File: src/rtl/debug_ctrl_pkg.sv
`timescale 1ns/1ps
`default_nettype none
// ============================================================================
//  Module      : debug_ctrl_pkg
//  Description : Shared definitions for the debug sequencer. Contains the
//                command opcodes, the sequencer state encoding, the write
//                target encoding and a register-index legality helper.
//  Revision    : 1.0 - initial release
// ============================================================================
package debug_ctrl_pkg;

    // Command opcodes carried on cmd_op
    localparam logic [2:0] OP_NOP        = 3'd0;
    localparam logic [2:0] OP_HALT       = 3'd1;
    localparam logic [2:0] OP_RUN        = 3'd2;
    localparam logic [2:0] OP_IMEM_WR    = 3'd3;
    localparam logic [2:0] OP_DMEM_WR    = 3'd4;
    localparam logic [2:0] OP_REG_WR     = 3'd5;
    localparam logic [2:0] OP_IMEM_BURST = 3'd6;
    localparam logic [2:0] OP_DMEM_BURST = 3'd7;

    // Sequencer states
    typedef enum logic [2:0] {
        ST_IDLE  = 3'd0,
        ST_WRITE = 3'd1,
        ST_BURST = 3'd2,
        ST_RUN   = 3'd3,
        ST_RESP  = 3'd4
    } state_t;

    // Resource selected by the pending write
    typedef enum logic [1:0] {
        TGT_IMEM = 2'd0,
        TGT_DMEM = 2'd1,
        TGT_REG  = 2'd2
    } target_t;

    // x0 is hard-wired, and the index field is only five bits wide, so any
    // other address bit set means the host asked for something that does
    // not exist.
    function automatic logic reg_index_ok(input logic [31:0] addr);
        return (addr[4:0] != 5'd0) && (addr[31:5] == 27'd0);
    endfunction

endpackage
`default_nettype wire

File: src/rtl/run_timer.sv
`timescale 1ns/1ps
`default_nettype none
// ============================================================================
//  Module      : run_timer
//  Description : Loadable down-counter used to step the core. Reports when
//                the remaining count is zero (free-run) or one (final step),
//                and provides the saturating count of run cycles including
//                the current one.
//  Ports       : clk, rst (async active-low), load/load_val (start a run),
//                tick (core ran this cycle), zero, last, elapsed
//  Revision    : 1.0 - initial release
// ============================================================================
module run_timer #(
    parameter int W = 16
) (
    input  logic         clk,
    input  logic         rst,
    input  logic         load,
    input  logic [W-1:0] load_val,
    input  logic         tick,
    output logic         zero,
    output logic         last,
    output logic [W-1:0] elapsed
);

    logic [W-1:0] remaining;
    logic [W-1:0] elapsed_q;

    always_ff @(posedge clk or negedge rst) begin
        if (!rst) begin
            remaining <= '0;
            elapsed_q <= '0;
        end else if (load) begin
            remaining <= load_val;
            elapsed_q <= '0;
        end else if (tick) begin
            if (!zero) begin
                remaining <= remaining - W'(1);
            end
            elapsed_q <= elapsed;
        end
    end

    assign zero    = (remaining == '0);
    assign last    = (remaining == W'(1));
    // Counts the current cycle too, so a halt taken now reports it.
    assign elapsed = (&elapsed_q) ? elapsed_q : elapsed_q + W'(1);

endmodule
`default_nettype wire

File: src/rtl/debug_ctrl.sv
`timescale 1ns/1ps
`default_nettype none
// ============================================================================
//  Module      : debug_ctrl
//  Description : Host-facing debug sequencer for the single-cycle RISC-V
//                core. Consumes a valid/ready command stream and drives the
//                core reset, reset vector and debug write ports of imem,
//                dmem and the register file.
//  Ports       : clk, rst (async active-low)
//                cmd_*        command stream (valid/ready, op, addr, data)
//                rsp_*        response (valid/ready, err, data)
//                core_*       core run control and reset vector
//                debug_*      debug ownership, write strobes, addr, data
//  Revision    : 1.0 - initial release
// ============================================================================
module debug_ctrl
    import debug_ctrl_pkg::*;
#(
    parameter int          BURST_W = 16,
    parameter logic [31:0] RST_VEC = 32'h0000_0000
) (
    input  logic        clk,
    input  logic        rst,
    input  logic        cmd_valid,
    output logic        cmd_ready,
    input  logic [2:0]  cmd_op,
    input  logic [31:0] cmd_addr,
    input  logic [31:0] cmd_data,
    output logic        rsp_valid,
    input  logic        rsp_ready,
    output logic        rsp_err,
    output logic [31:0] rsp_data,
    output logic        core_running,
    output logic        core_rst,
    output logic [31:0] rst_addr,
    output logic        debug_imem_oe,
    output logic        debug_dmem_oe,
    output logic        debug_reg_oe,
    output logic        debug_imem_we,
    output logic        debug_dmem_we,
    output logic        debug_reg_we,
    output logic [31:0] debug_imem_addr,
    output logic [31:0] debug_dmem_addr,
    output logic [31:0] debug_imem_data,
    output logic [31:0] debug_dmem_data,
    output logic [31:0] debug_reg_data,
    output logic [4:0]  debug_reg_ra,
    output logic [4:0]  debug_reg_rb
);

    localparam int PAD_W = 32 - BURST_W;

    state_t              state,      state_nxt;
    logic                halted,     halted_nxt;
    logic [31:0]         vec_q,      vec_nxt;
    target_t             tgt,        tgt_nxt;
    logic [31:0]         addr_q,     addr_nxt;
    logic [31:0]         data_q,     data_nxt;
    logic [BURST_W-1:0]  count_q,    count_nxt;
    logic [BURST_W-1:0]  beat_q,     beat_nxt;
    logic                beat_pend,  beat_pend_nxt;
    logic                main_err,   main_err_nxt;
    logic [31:0]         main_data,  main_data_nxt;
    // One-entry slot for NOP / illegal-op acknowledgements while running
    logic                side_valid, side_valid_nxt;
    logic                side_err,   side_err_nxt;

    logic                accept;
    logic                rsp_take;
    logic                stop;
    logic                wr_cycle;
    logic [BURST_W-1:0]  cmd_count;
    logic                cmd_count_hi;

    logic                tmr_load;
    logic                tmr_tick;
    logic                tmr_zero;
    logic                tmr_last;
    logic [BURST_W-1:0]  tmr_elapsed;

    assign accept       = cmd_valid & cmd_ready;
    assign rsp_take     = rsp_valid & rsp_ready;
    assign cmd_count    = cmd_data[BURST_W-1:0];
    assign cmd_count_hi = (cmd_data >> BURST_W) != 32'd0;
    assign tmr_tick     = (state == ST_RUN);

    run_timer #(
        .W (BURST_W)
    ) u_run_timer (
        .clk      (clk),
        .rst      (rst),
        .load     (tmr_load),
        .load_val (cmd_count),
        .tick     (tmr_tick),
        .zero     (tmr_zero),
        .last     (tmr_last),
        .elapsed  (tmr_elapsed)
    );

    // ------------------------------------------------------------------
    // State register
    // ------------------------------------------------------------------
    always_ff @(posedge clk or negedge rst) begin
        if (!rst) begin
            state      <= ST_IDLE;
            halted     <= 1'b1;
            vec_q      <= RST_VEC;
            tgt        <= TGT_IMEM;
            addr_q     <= '0;
            data_q     <= '0;
            count_q    <= '0;
            beat_q     <= '0;
            beat_pend  <= 1'b0;
            main_err   <= 1'b0;
            main_data  <= '0;
            side_valid <= 1'b0;
            side_err   <= 1'b0;
        end else begin
            state      <= state_nxt;
            halted     <= halted_nxt;
            vec_q      <= vec_nxt;
            tgt        <= tgt_nxt;
            addr_q     <= addr_nxt;
            data_q     <= data_nxt;
            count_q    <= count_nxt;
            beat_q     <= beat_nxt;
            beat_pend  <= beat_pend_nxt;
            main_err   <= main_err_nxt;
            main_data  <= main_data_nxt;
            side_valid <= side_valid_nxt;
            side_err   <= side_err_nxt;
        end
    end

    // ------------------------------------------------------------------
    // Command ready
    // ------------------------------------------------------------------
    always_comb begin
        cmd_ready = 1'b0;
        case (state)
            ST_IDLE:  cmd_ready = 1'b1;
            ST_BURST: cmd_ready = ~beat_pend;
            ST_RUN:   cmd_ready = ~side_valid;
            default:  cmd_ready = 1'b0;
        endcase
    end

    // ------------------------------------------------------------------
    // Next-state logic
    // ------------------------------------------------------------------
    always_comb begin
        state_nxt      = state;
        halted_nxt     = halted;
        vec_nxt        = vec_q;
        tgt_nxt        = tgt;
        addr_nxt       = addr_q;
        data_nxt       = data_q;
        count_nxt      = count_q;
        beat_nxt       = beat_q;
        beat_pend_nxt  = beat_pend;
        main_err_nxt   = main_err;
        main_data_nxt  = main_data;
        side_valid_nxt = side_valid;
        side_err_nxt   = side_err;
        tmr_load       = 1'b0;
        stop           = 1'b0;

        case (state)
            ST_IDLE: begin
                if (accept) begin
                    main_err_nxt  = 1'b0;
                    main_data_nxt = '0;
                    case (cmd_op)
                        OP_NOP, OP_HALT: begin
                            state_nxt = ST_RESP;
                        end
                        OP_RUN: begin
                            vec_nxt    = cmd_addr;
                            halted_nxt = 1'b0;
                            tmr_load   = 1'b1;
                            state_nxt  = ST_RUN;
                        end
                        OP_IMEM_WR, OP_DMEM_WR: begin
                            tgt_nxt   = (cmd_op == OP_IMEM_WR) ? TGT_IMEM : TGT_DMEM;
                            addr_nxt  = cmd_addr;
                            data_nxt  = cmd_data;
                            state_nxt = ST_WRITE;
                        end
                        OP_REG_WR: begin
                            if (reg_index_ok(cmd_addr)) begin
                                tgt_nxt   = TGT_REG;
                                addr_nxt  = cmd_addr;
                                data_nxt  = cmd_data;
                                state_nxt = ST_WRITE;
                            end else begin
                                main_err_nxt = 1'b1;
                                state_nxt    = ST_RESP;
                            end
                        end
                        default: begin
                            // IMEM_BURST / DMEM_BURST
                            if ((cmd_count == '0) || cmd_count_hi) begin
                                main_err_nxt = 1'b1;
                                state_nxt    = ST_RESP;
                            end else begin
                                tgt_nxt       = (cmd_op == OP_IMEM_BURST) ? TGT_IMEM : TGT_DMEM;
                                addr_nxt      = cmd_addr;
                                count_nxt     = cmd_count;
                                beat_nxt      = '0;
                                beat_pend_nxt = 1'b0;
                                state_nxt     = ST_BURST;
                            end
                        end
                    endcase
                end
            end

            ST_WRITE: begin
                main_data_nxt = 32'd1;
                state_nxt     = ST_RESP;
            end

            ST_BURST: begin
                if (beat_pend) begin
                    // Strobe cycle: advance to the next word slot.
                    beat_pend_nxt = 1'b0;
                    addr_nxt      = addr_q + 32'd4;
                    beat_nxt      = beat_q + BURST_W'(1);
                    if ((beat_q + BURST_W'(1)) == count_q) begin
                        main_data_nxt = {{PAD_W{1'b0}}, count_q};
                        state_nxt     = ST_RESP;
                    end
                end else if (accept) begin
                    data_nxt      = cmd_data;
                    beat_pend_nxt = 1'b1;
                end
            end

            ST_RUN: begin
                if (rsp_take) begin
                    side_valid_nxt = 1'b0;
                end
                if (accept) begin
                    case (cmd_op)
                        OP_HALT: stop = 1'b1;
                        OP_NOP: begin
                            side_valid_nxt = 1'b1;
                            side_err_nxt   = 1'b0;
                        end
                        default: begin
                            side_valid_nxt = 1'b1;
                            side_err_nxt   = 1'b1;
                        end
                    endcase
                end
                // Step expiry and HALT in the same cycle fold into one halt.
                if (!tmr_zero && tmr_last) begin
                    stop = 1'b1;
                end
                if (stop) begin
                    halted_nxt    = 1'b1;
                    main_err_nxt  = 1'b0;
                    main_data_nxt = {{PAD_W{1'b0}}, tmr_elapsed};
                    state_nxt     = ST_RESP;
                end
            end

            ST_RESP: begin
                // A side acknowledgement still queued is presented first.
                if (rsp_take) begin
                    if (side_valid) begin
                        side_valid_nxt = 1'b0;
                    end else begin
                        state_nxt = ST_IDLE;
                    end
                end
            end

            default: begin
                state_nxt = ST_IDLE;
            end
        endcase
    end

    // ------------------------------------------------------------------
    // Outputs
    // ------------------------------------------------------------------
    assign rsp_valid = side_valid | (state == ST_RESP);
    assign rsp_err   = side_valid ? side_err : ((state == ST_RESP) & main_err);
    assign rsp_data  = side_valid ? 32'd0 : ((state == ST_RESP) ? main_data : 32'd0);

    assign core_rst      = halted;
    assign core_running  = ~halted;
    assign rst_addr      = vec_q;
    assign debug_imem_oe = halted;
    assign debug_dmem_oe = halted;
    assign debug_reg_oe  = halted;

    assign wr_cycle      = (state == ST_WRITE) | ((state == ST_BURST) & beat_pend);
    assign debug_imem_we = wr_cycle & (tgt == TGT_IMEM);
    assign debug_dmem_we = wr_cycle & (tgt == TGT_DMEM);
    assign debug_reg_we  = wr_cycle & (tgt == TGT_REG);

    assign debug_imem_addr = addr_q;
    assign debug_dmem_addr = addr_q;
    assign debug_imem_data = data_q;
    assign debug_dmem_data = data_q;
    assign debug_reg_data  = data_q;
    assign debug_reg_ra    = addr_q[4:0];
    assign debug_reg_rb    = addr_q[4:0];

endmodule
`default_nettype wire

File: config.mk
export PLATFORM = sky130hd
export DESIGN_NAME = debug_ctrl
export DESIGN_NICKNAME = d
export VERILOG_FILES = /design/src/rtl/debug_ctrl_pkg.sv /design/src/rtl/run_timer.sv /design/src/rtl/debug_ctrl.sv
export SDC_FILE = /design/constraint.sdc
export NUM_CORES = 1
export LEC_CHECK = 0
export CAP_MARGIN = 20
export CORE_MARGIN = 2
export CORE_UTILIZATION = 44
export CTS_CLUSTER_SIZE = 12
export DETAILED_ROUTE_END_ITERATION = 12
export MAX_ROUTING_LAYER = met4
export PLACE_DENSITY = 0.85
export SLEW_MARGIN = 10
export SYNTH_ARGS = -nofsm -noshare
export SYNTH_HDL_FRONTEND = slang
export SYNTH_HIERARCHICAL = 1
export SYNTH_SLANG_ARGS = --single-unit
File: constraint.sdc
create_clock -name clk -period 2.6 [get_ports clk]
set_input_delay 0.39 -clock clk [delete_from_list [all_inputs] [get_ports clk]]
set_output_delay 0.39 -clock clk [all_outputs]
set_load 0.01 [all_outputs]
After elaboration in Yosys (flattened, before gate mapping)
Index checks and enable logic that the tools add are counted.
{ "totals": {"wordCells": 178, "register_bits": 202} }
{ "classes": {"reduce_logical": 36, "n_addsub": 4, "n_eq_ne": 32, "muxes": 75, "bitwise": 16} }
{ "op_table": {"columns": ["op", "n"], "rows": [
  ["two-way mux 32 bit", 14],
  ["case mux 32 bit (2 select lines)", 3],
  ["two-way mux 16 bit", 10],
  ["case mux 32 bit (4 select lines)", 1],
  ["case mux 32 bit (3 select lines)", 1],
  ["adder 16 x 1 -> 16 bit (second input constant)", 2],
  ["adder 32 x 3 -> 32 bit (second input constant)", 1],
  ["logical NOT 16 bit", 2],
  ["case mux 16 bit (2 select lines)", 1],
  ["nonzero test 32 bit", 1],
  ["logical NOT 27 bit", 1],
  ["two-way mux 1 bit", 25],
  ["two-way mux 3 bit", 8],
  ["!= test 2 bit (second input constant)", 12],
  ["AND reduction 6 bit", 3],
  ["== test 16 x 1 -> 1 bit (second input constant)", 1],
  ["== test 16 bit", 1],
  ["AND reduction 16 bit", 1],
  ["subtractor 16 x 1 -> 16 bit (second input constant)", 1],
  ["case mux 3 bit (5 select lines)", 1],
  ["AND reduction 5 bit", 3],
  ["== test 3 x 2 -> 1 bit (second input constant)", 4],
  ["== test 3 bit (second input constant)", 4],
  ["case mux 1 bit (2 select lines)", 6],
  ["29 further kinds", 56]
]} }

Logic depth before layout (Yosys ltp)
{ "depth": {"depth_word": 8, "depth_mapped": 11, "depth_no_buf": 10} }

Hierarchy
The synthesis kept the hierarchy.
{ "modules_own_cells": {"columns": ["mod", "instances", "seq_area_each_um2", "cells_per_inst", "area_each_um2"], "rows": [
  ["debug_ctrl", 1, 3854.9, 918, 8976.1],
  ["run_timer", 1, 800.8, 284, 2334.7]
]} }

Least setup slack after synthesis
No wires, ideal clock.
{ "synth_timing": {"path_type": "register -> register", "from": "reg u_run_timer.remaining[6]", "to": "reg main_data[8]", "t_arrival_ns": 2.664, "stages_incl_launch_ff": 12, "path_slack_ns": -0.190, "setup_time_ns": 0.126, "path_buffers": 3, "cell_sequence": "dfrtp_1 > or3_1 > buf_6 > or3_1 > clkbuf_1 > nor2_1 > inv_1 > a221oi_1 > nor4b_1 > clkbuf_1 > and2_1 > a221o_1"} }
{ "synth_via": {"elab_chain_cells": 7, "word_cells_on_any_way": 8, "classes_between": "2 x eq/ne; 2 x mux; 4 x reduce/logical"} }
{ "synth_lines": {"columns": ["element", "line_no", "source"], "rows": [
  ["start: declaration", "run_timer.sv:26", "logic [W-1:0] remaining;"],
  ["start signal: assignment", "run_timer.sv:34", "remaining <= load_val;"],
  ["start signal: assignment", "run_timer.sv:38", "remaining <= remaining - W'(1);"],
  ["logical NOT 16 bit", "run_timer.sv:44", "assign zero = (remaining == '0);"],
  ["via tmr_zero", "debug_ctrl.sv:77", "logic tmr_zero;"],
  ["logical NOT 1 bit", null, null],
  ["logical AND 1 bit", "debug_ctrl.sv:257", "if (!tmr_zero && tmr_last) begin"],
  ["two-way mux 1 bit", "debug_ctrl.sv:257", null],
  ["two-way mux 1 bit", "debug_ctrl.sv:168", "case (state)"],
  ["!= test 2 x 1 -> 1 bit (no source line)", null, null],
  ["AND reduction 5 bit (no source line)", null, null],
  ["end signal: assignment", "debug_ctrl.sv:129", "main_data <= main_data_nxt;"],
  ["end: declaration", "debug_ctrl.sv:63", "logic [31:0] main_data, main_data_nxt;"]
]} }
The timed path passes the listed nets, and every way through them passes these cells. The select of a mux whose other input is x is not followed.
A chain may end at the register's enable or synchronous reset.

Final worst setup path
{ "layout_timing": {"from": "reg u_run_timer.remaining[5]", "to": "reg main_data[0]"} }
Same word-level chain as after synthesis.

==> results by group <==
Synthesis
  – Sequential area share after synthesis: 41.2%
  – Syn avg cell area: 9.41 um^2
  – Post-synthesis cell type count: 86
  – Main synth FF type: dfrtp_1
  – Synthesized flop and latch total: 186
  – Yosys warnings: 6
  – Cells after Synth: 1202
  – Post-synthesis async set-or-reset flop share: 100%
  – Syn Std Cell Area: 11300 um^2
  – Number of synthesized flops with an enable pin: 0

Clocking
  – Clk sink count: 186
  – Root Buffer: clkbuf_16
  – CTS tree: yes
  – Clk_lat worst skew: 0.44 ns
  – TritonCTS Buffers: 17
  – H-tree Lvls: 4
  – Longest Clk Path Bufs: 2
  – Reg clk slew, reported paths: 0.07 ns

Route
  – Starting DRT DRC Count: 1142
  – DRC Markers: 0
  – Drt first pass iters: 7
  – Via density per instance: 5.80
  – Total wire length: 38600 um
  – Vias: 11000
  – WL per Instance: 20.4 um
  – ANT nets after route: 0

Setup path
  – CP Capture Type: flop
  – CP dominant cell by count: or3_4
  – Cell family with most CP delay: simple AND/OR/NAND/NOR gates
  – Crit path depth: 9
  – CP Class: reg2reg
  – Startpoint types: flop
  – Worst path slowest cell: a221oi_4
  – Worst r2r src: u_run_timer/remaining[5]$_DFFE_PN0P_
  – Buf/Inv on CP: 2
  – Worst reg2reg path endpoint: main_data[0]$_DFFE_PN0P_
  – Worst reg-to-reg path cell count: 9
  – Worst path max stage delay: 0.42 ns
  – Crit. Startpoint: u_run_timer/remaining[5]$_DFFE_PN0P_
  – Critical-path cell list: or3_4, or3_4, nor2_4, inv_2, a221oi_4, a211oi_4, buf_12, o21ai_4, mux2_4
  – WP data arrival: 2.96 ns
  – Setup slack, reg-to-reg: -0.04 ns
  – CP required: 2.92 ns
  – CP Capture Point: main_data[0]$_DFFE_PN0P_
  – CP max FO: 8

Cells and area
  – Storage cell area: 4660 um^2
  – NumNets Final: 1624
  – Synth-to-layout area growth: 44.0%
  – Area of the multi-input gates: 5810 um^2
  – Antenna diodes: 0
  – Design area: 16300 um^2
  – Non-Filler Instances: 1888
  – Fill cells: 1892
  – Layout cell share with drive strength beyond 1: 26.0%

Power
  – Switch Pwr: 7.00 mW
  – Leak: 7.15 nW
  – Worst VDD drop: 0.697 mV
  – Total chip power: 17.9 mW
  – Part of the power in registers: 30.5%
  – Int Pwr: 10.9 mW
  – Clock group share of total power: 14.6%
  – Net Sw Frac: 39.2%
  – Comb power frac: 54.9%
  – Pwr dens: 1100 nW/um^2

Timing
  – Final setup margin: -0.0397 ns
  – Max-slew violations: 0
  – Worst Max-Slew Pin Slew: 0.691 ns
  – Post-Route Skew: 0.0108 ns
  – Setup-failing EPs final: 16
  – RSZ-0062 raised after global routing: yes
  – Rel. slew slack: 53.9%
  – Fin Setup TNS: -0.340 ns
  – Final Hold Vio Count: 0
  – Max Clk Rate: 379 MHz
  – Crit path time final: 2.64 ns
  – Final period utilization: 102%

Place
  – Placed cell areas: 15100 um^2
  – Dpl cells: 1831
  – Detailed Place HPWL: 27500 um
  – Setup WS pre-CTS: -0.575 ns
  – Number of port buffers: 299
  – Routability Congestion: 0.901

Global routing
  – Largest net degree at the start of global routing: 113
  – Number of global-route vias before repair: 10600
  – Grt ovf: 0
  – First-pass GRT wire length: 57400 um
  – All-Layer GR Usage: 28.5%
  – Antenna violations before repair: 0

Die
  – IO Count: 316
  – FP Rows: 58
  – Die area: 27000 um^2
  – Die X: 164 um
  – Core Region: 25200 um^2
  – Initial Util: 44.9%
  – Die extent in y: 164 um

Job
  – Maxcap violations: 0

Status
  – Failing checks: negative setup slack
  – Outcome: finished with violations

Worst hold path
  – Worst hold path type: in2reg
[per-stage QoR]
step / util, % / hold WS (ns)
5_1_grt: 64.7 / 0.247
4_1_cts: 63.2 / 0.326
6_report: 64.7 / 0.266
2_1_floorplan: - / 0.0944
3_5_place_dp: 59.9 / 0.217
3_3_place_gp: 59.9 / 0.213
[worst register-to-register path, delay by kind of cell (launching register included)]
family,cells,cell delay [ns]
buf+inv,2,0.23
compound gates,3,0.65
simple gates,3,0.93
mux,1,0.34
flops,1,0.38
[power by group through the flow]
| stage | sequential (mW) | clock [mW] | combinational (mW) |
|---|---|---|---|
| after floorplan | 5.39 | 0 | 4.86 |
| after global placement | 5.35 | 0 | 8.95 |
| after detailed placement | 5.40 | 0 | 9.15 |
| after CTS | 5.40 | 2.63 | 9.57 |
| after global routing | 5.60 | 2.77 | 10.5 |
| final | 5.45 | 2.61 | 9.82 |
[what timing repair did]
item / 4_1_cts / 5_1_grt
gates resized for setup: 58 / 93
buffers inserted: 11 / 16
pin swaps: 16 / 26
endpoints found under the hold margin: 10 / 0
hold buffers: 1 / 0
cloned: 3 / 2
setup endpoints to repair: 69 / 83
[worst min-delay path by stage]
stage | endpoint | slack (ns) | depth (start not counted) | start
after floorplan | beat_pend$_DFFE_PN0P_ | 0.09 | 0 | rst
after global placement | rst_addr[22]$_DFFE_PN0P_ | 0.21 | 1 | rst
after detailed placement | rst_addr[28]$_DFFE_PN0P_ | 0.22 | 1 | rst
after CTS | rst_addr[28]$_DFFE_PN0P_ | 0.33 | 2 | rst
after global routing | debug_dmem_data[26]$_DFFE_PN0P_ | 0.25 | 2 | cmd_data[26]
final | debug_dmem_data[26]$_DFFE_PN0P_ | 0.27 | 2 | cmd_data[26]
[synthesized netlist by cell type (all sizes together) (20+ instances only)]
cell type / count / area share (%)
nor2: 67 / 2.2
nor3: 21 / 0.97
dfrtp: 185 / 41
nor4: 27 / 1.8
o21ai: 63 / 2.9
inv: 20 / 0.66
nand2: 108 / 3.6
buf: 144 / 9.3
mux2: 93 / 9.3
a21oi: 77 / 3.4
and2: 37 / 2.0
clkbuf: 47 / 1.6
nand3: 38 / 1.9
nand4: 23 / 1.5
[cell type report]
| type | count | share of cell area (%) |
|---|---|---|
| clock buffer | 19 | 2.72 |
| clock inverter | 10 | 0.730 |
| inverter | 21 | 0.507 |
| multi-input combinational | 822 | 35.6 |
| sequential | 186 | 28.6 |
| tap | 330 | 2.53 |
| timing repair buffer | 500 | 29.2 |
[routing by layer]
layer | track usage (%) | up-vias | wire [um]
met2 | 47.9 | 627 | 19700
met5 | - | - | 0
li1 | - | 4919 | -
met4 | 13.5 | 0 | 1450
met1 | 33.4 | 5334 | 14600
met3 | 4.39 | 74 | 2840
[state kept, by name, indices dropped and copies added (netlist names)]
name / flops
rst_addr: 32
core_rst: 1
state: 3
debug_dmem_data: 32
beat_q: 16
count_q: 16
main_err: 1
u_run_timer/elapsed_q: 16
tgt: 2
side_valid: 1
u_run_timer/remaining: 16
debug_dmem_addr: 32
main_data: 16
side_err: 1
beat_pend: 1
[cell usage in the layout (no fill, tap or decap), types with 13 or more instances in the layout]
cell	count
clkdlybuf4s50_1	248
dfrtp_1	179
buf_4	177
nand2_1	107
mux2_2	92
a21oi_1	76
o21ai_0	61
nor2_1	59
nand3_1	34
dlymetal6s2s_1	28
and2_1	26
nand4_1	21
and3_1	19
inv_1	18
nor3_1	18
nor2b_1	18
clkbuf_16	18
a31oi_1	17
a221o_1	17
conb_1	16
o22ai_1	13
[cell families after synthesis]
| group | after synthesis | synth area share [%] |
|---|---|---|
| simple gates | 409 | 19.6 |
| compound gates | 268 | 15.5 |
| buf+inv | 212 | 11.6 |
| flops | 186 | 41.2 |
| mux | 98 | 9.70 |
| xor+xnor | 23 | 1.90 |
| fa+ha+maj | 5 | 0.553 |
| other cells | 1 | 0.0332 |
Power figures use the tool's default switching activity.
